[src/rtl/link_arbiter.sv]
`default_nettype none
// ============================================================================
//  Module      : link_arbiter
//  Description : Round-robin arbiter sharing one valid/ready link between
//                NUM_REQ requesters, with a bounded burst per grant.
//                Optional statistics counters are enabled by defining
//                LINK_ARB_STATS_EN.
//  Revision    : 1.0 - initial release
// ============================================================================
module link_arbiter #(
  parameter int NUM_REQ   = 4,
  parameter int DATA_W    = 8,
  parameter int BURST_MAX = 4,
  parameter int GW        = (NUM_REQ > 1) ? $clog2(NUM_REQ) : 1
) (
  input  logic                      clk,
  input  logic                      rst,
  input  logic [NUM_REQ-1:0]        req_valid,
  input  logic [NUM_REQ*DATA_W-1:0] req_data,
  output logic [NUM_REQ-1:0]        req_ready,
  output logic                      out_valid,
  output logic [DATA_W-1:0]         out_data,
  input  logic                      out_ready,
  output logic                      grant_valid,
  output logic [GW-1:0]             grant_id
`ifdef LINK_ARB_STATS_EN
  ,
  output logic [31:0]               stat_beats,
  output logic [15:0]               stat_grants
`endif
);

  localparam int c_cw = $clog2(BURST_MAX + 1);
  localparam logic [c_cw-1:0] c_last_beat = c_cw'(BURST_MAX - 1);
  localparam logic [GW-1:0]   c_last_req  = GW'(NUM_REQ - 1);

  typedef enum logic [0:0] {
    ST_IDLE  = 1'b0,
    ST_GRANT = 1'b1
  } state_t;

  state_t              r_state, w_state_nxt;
  logic [GW-1:0]       r_ptr, w_ptr_nxt;
  logic [GW-1:0]       r_grant_id, w_grant_id_nxt;
  logic [c_cw-1:0]     r_beat_cnt, w_beat_cnt_nxt;
  logic [GW-1:0]       w_winner, w_scan_idx;
  logic                w_found;
  logic                w_sel_valid;
  logic [DATA_W-1:0]   w_sel_data;
  logic [NUM_REQ-1:0]  w_sel_onehot;
  logic                w_xfer;

  // Select the lane of the currently granted requester.
  always_comb begin
    w_sel_valid  = 1'b0;
    w_sel_data   = '0;
    w_sel_onehot = '0;
    for (int i = 0; i < NUM_REQ; i++) begin
      if (r_grant_id == GW'(i)) begin
        w_sel_valid     = req_valid[i];
        w_sel_data      = req_data[i*DATA_W +: DATA_W];
        w_sel_onehot[i] = 1'b1;
      end
    end
  end

  // Round-robin scan: first valid requester starting at ptr, wrapping.
  always_comb begin
    w_found    = 1'b0;
    w_winner   = '0;
    w_scan_idx = '0;
    for (int i = 0; i < NUM_REQ; i++) begin
      w_scan_idx = GW'((int'(r_ptr) + i) % NUM_REQ);
      if (!w_found && req_valid[w_scan_idx]) begin
        w_found  = 1'b1;
        w_winner = w_scan_idx;
      end
    end
  end

  // Outputs are decoded from state so an async reset clears them at once.
  assign grant_valid = (r_state == ST_GRANT);
  assign grant_id    = r_grant_id;
  assign out_valid   = grant_valid & w_sel_valid;
  assign out_data    = grant_valid ? w_sel_data : '0;
  assign req_ready   = (grant_valid && out_ready) ? w_sel_onehot : '0;
  assign w_xfer      = out_valid & out_ready;

  // Next-state logic: grant on request, release on burst end or valid drop.
  always_comb begin
    w_state_nxt    = r_state;
    w_ptr_nxt      = r_ptr;
    w_grant_id_nxt = r_grant_id;
    w_beat_cnt_nxt = r_beat_cnt;
    case (r_state)
      ST_IDLE: begin
        if (w_found) begin
          w_grant_id_nxt = w_winner;
          w_beat_cnt_nxt = '0;
          w_state_nxt    = ST_GRANT;
        end
      end
      ST_GRANT: begin
        if (!w_sel_valid || (w_xfer && (r_beat_cnt == c_last_beat))) begin
          w_state_nxt = ST_IDLE;
          w_ptr_nxt   = (r_grant_id == c_last_req) ? '0 : r_grant_id + GW'(1);
        end
        if (w_xfer) begin
          w_beat_cnt_nxt = r_beat_cnt + c_cw'(1);
        end
      end
      default: w_state_nxt = ST_IDLE;
    endcase
  end

  // Arbitration state registers.
  always_ff @(posedge clk or posedge rst) begin
    if (rst) begin
      r_state    <= ST_IDLE;
      r_ptr      <= '0;
      r_grant_id <= '0;
      r_beat_cnt <= '0;
    end else begin
      r_state    <= w_state_nxt;
      r_ptr      <= w_ptr_nxt;
      r_grant_id <= w_grant_id_nxt;
      r_beat_cnt <= w_beat_cnt_nxt;
    end
  end

`ifdef LINK_ARB_STATS_EN
  logic [31:0] r_stat_beats;
  logic [15:0] r_stat_grants;

  // Free-running transfer and grant counters; wrap naturally.
  always_ff @(posedge clk or posedge rst) begin
    if (rst) begin
      r_stat_beats  <= '0;
      r_stat_grants <= '0;
    end else begin
      if (w_xfer) begin
        r_stat_beats <= r_stat_beats + 32'd1;
      end
      if ((r_state == ST_IDLE) && w_found) begin
        r_stat_grants <= r_stat_grants + 16'd1;
      end
    end
  end

  assign stat_beats  = r_stat_beats;
  assign stat_grants = r_stat_grants;
`endif

endmodule
`default_nettype wire

[config.mk]
export PLATFORM = sky130hd
export DESIGN_NAME = link_arbiter
export DESIGN_NICKNAME = d
export VERILOG_FILES = /design/src/rtl/link_arbiter.sv
export SDC_FILE = /design/constraint.sdc
export NUM_CORES = 1
export LEC_CHECK = 0
export CORE_MARGIN = 3
export CORE_UTILIZATION = 38
export CTS_CLUSTER_SIZE = 30
export DETAILED_ROUTE_END_ITERATION = 8
export PLACE_DENSITY = 0.8
export SYNTH_ARGS = -nofsm -noshare
export SYNTH_HDL_FRONTEND = slang
export SYNTH_SLANG_ARGS = --single-unit
export TNS_END_PERCENT = 30
[constraint.sdc]
create_clock -name clk -period 2.1 [get_ports clk]
set_input_delay 0.42 -clock clk [delete_from_list [all_inputs] [get_ports clk]]
set_output_delay 0.42 -clock clk [all_outputs]
set_load 0.01 [all_outputs]
==> results.cfg <==
[clock_tree]
cts_max_level = 1
root_buffer = clkbuf_4
clkTransAtPathRegs_ps = 60
clockBufferDepth = 2
clock_latency_ps = 270
clock-sinks = 8
numCtsBuffers = 3
cts_tree = done

[global_route]
grt_antenna_before_repair = 0
grt-ovfl-total = 0
grt_pass1_vias = 1276
grt_max_degree = 21
track_usage_pct = 23.1
grt_pass1_wl_mm = 5.91

[route]
final_antenna_net_count = 0
drt_iter0_drc = 84
vias = 1282
first_pass_iters = 4
vias_per_cell = 5.60
wl_per_cell_um = 17.3
wl_mm = 3.96
drc = 0

[setup_path]
startpoint = grant_id[1]
r2r_start = grant_id[1]
startpoint_type = flop
worstSetupEndpointType = primary output
cp_max_fo = 9
worstRegToRegCells = 6
crit_required_ps = 1680
worstSetupPathType = flop to primary output
arrival_ps = 1790
r2r-end = r_ptr[1]
regToRegSetupSlack_ps = 330
worstPathCellList = buf_4 -> ha_4 -> buf_6 -> a21oi_4 -> o21ai_4 -> a22oi_2 -> nor2_1 -> buf_2
crit_end = out_data[2]
cp_slowest_stage_delay_ps = 440
crit_slowest_cell = dfrtp_1

[pwr]
finalPower_mw = 2.59
power_frac_clock_pct = 4.9
seqPwrFrac_pct = 11.9
switching_share_pct = 46.2
powerDensity_nw_per_um2 = 1390
leakagePower_nw = 0.880
p_int_mw = 1.40
switchingPower_mw = 1.20
vdd_drop_max_v = 0.000972
p_comb_share_pct = 83.1

[sta]
relSlewSlack_pct = 68.7
worstMarginPinSlew_ps = 468
rsz0062_at_grt = yes
max_freq_mhz = 452
finalSetupViolations = 9
fin_skew_ps = 7.34
drv_slew = 0
setup_tns_ps = -706
hold_viol = 0
min_period_ps = 2210
period_share_pct = 105
whs_ps = 392
postLayoutSetupSlackWorst_ps = -112

[min_path]
hp-class = primary input to asynchronous set/reset pin

[cells_and_area]
stdcell_area_um2 = 1870
drive_above_1_share_pct = 35.8
final_core_util_pct = 81.3
synthToLayoutAreaGrowth_pct = 95.9
layout_commonest_cell = clkdlybuf4s50_1
n_antenna_cell = 0
fin_nets = 248
final_cell_mix = clkdlybuf4s50_1 (41), inv_1 (17), buf_4 (16), nand2_1 (15), a21oi_1 (12)

[placed_design]
place.gp.congestion = 0.940
dpl-instance-area_um2 = 1580
dp.final_hpwl_mm = 2.53
port_buffers = 54

[yosys]
netlist.top_cell.by_area = dfrtp_1
synth-seq-cells = 8
ys_warn_count = 0
syn_avg_cell_area_um2 = 7.39
synth_fp_nets = 174
ys_seq_area_share_pct = 21.0
synth_cell_types = 32
synthTopCellsByArea = dfrtp_1 (21%), a21oi_1 (10%), ha_1 (7.9%), inv_1 (7.5%), a22oi_1 (6.3%)
synth.cell_area_um2 = 953
synthCells = 129
yosys.area.top_type_share_pct = 21.0

[floorplan]
start_util_pct = 41.5
rows = 17
num_io_pins = 55
die_area_um2 = 3150
die_x_um = 56.1
placeableCoreArea_um2 = 2300
die_h_um = 56.1

[status]
violations = setup timing
status = finished, violations left

[flow_run]
cap_violations = 0
-- flip-flops by register name, indices dropped and copies added, names as in the netlist --
| register | flops |
|---|---|
| grant_valid | 1 |
| grant_id | 2 |
| r_beat_cnt | 3 |
| r_ptr | 2 |
-- cell families after synthesis --
| group | count (synthesis) | synth area share, % |
|---|---|---|
| AO/OA/AOI/OAI | 49 | 34.6 |
| AND/OR/NAND/NOR | 35 | 18.6 |
| buffers and inverters | 27 | 13.5 |
| flip-flops | 8 | 21.0 |
| adder cells (fa/ha/maj) | 6 | 7.87 |
| multiplexers | 4 | 4.33 |
-- through the flow --
stage          cells  setup WS [ps]
6_report         229           -112
4_1_cts          226           -104
3_5_place_dp     218           -362
2_1_floorplan    129            203
3_3_place_gp     218           -340
5_1_grt          229           -179
-- power groups by stage --
stage / registers [mW] / clock network (mW) / logic [mW]
2_1_floorplan: 0.299 / 0 / 0.946
3_3_place_gp: 0.290 / 0 / 1.55
3_5_place_dp: 0.296 / 0 / 1.61
4_1_cts: 0.292 / 0.125 / 1.84
5_1_grt: 0.317 / 0.132 / 2.31
6_report: 0.310 / 0.128 / 2.15
-- cell type report --
| type | count | area (µm²) |
|---|---|---|
| Inverter | 19 | 71.3 |
| Tap cell | 28 | 35.0 |
| Timing Repair Buffer | 77 | 743 |
| Fill cell | 132 | 429 |
| Multi-Input combinational cell | 94 | 795 |
| Sequential cell | 8 | 201 |
| Clock buffer | 3 | 22.5 |
-- critical path, delay by kind of cell, from the launching register on --
| kind | cells | cell delay, ps |
|---|---|---|
| buffers and inverters | 3 | 470 |
| DFF | 1 | 440 |
| AOI/OAI and AO/OA | 3 | 360 |
| adders and majority gates | 1 | 180 |
| and+or+nand+nor | 1 | 70 |
-- repair_timing --
item / CTS / global route
gates resized for setup: 68 / 29
buffers inserted: 3 / 2
pin swaps: 3 / 12
hold buffers: 0 / 0
gates cloned: 2 / 1
endpoints found under the setup margin: 13 / 11
hold endpoints to repair: 0 / 0
-- metal layers --
layer / track usage (%) / part of all wire (%) / up-vias / wire length (µm)
met4: 8.14 / 1.6 / 0 / 63
met1: 29.0 / 41 / 602 / 1630
met5: 0 / 0 / - / 0
met2: 40.1 / 50 / 79 / 1960
met3: 3.02 / 7.7 / 9 / 303
li1: - / - / 592 / -
-- synthesized netlist by cell type --
cell,count
a22o_1,1
mux2i_1,3
nand2_1,15
o32a_2,1
buf_6,2
inv_1,19
nand3b_4,1
clkbuf_1,2
o22ai_1,2
nand3_2,1
a21oi_1,20
buf_1,1
and2_2,1
nor3b_1,1
a21oi_2,1
o32ai_1,1
buf_2,2
a22oi_1,8
and3_1,4
a21o_2,1
ha_1,6
a311oi_2,1
nand3_1,1
mux2_1,1
a31o_2,2
o41ai_4,1
nor2b_1,2
o21ai_0,9
a31oi_1,1
dfrtp_1,8
clkbuf_8,1
nor2_1,9
-- worst min path at each step --
stage                          to  depth (start not counted)
floorplan             grant_id[0]                          1
global placement    r_beat_cnt[0]                          1
detailed placement  r_beat_cnt[0]                          1
CTS                 r_beat_cnt[1]                          2
global route             r_ptr[1]                          2
finish                   r_ptr[1]                          2
No activity file was read; power rests on OpenSTA's default activity.
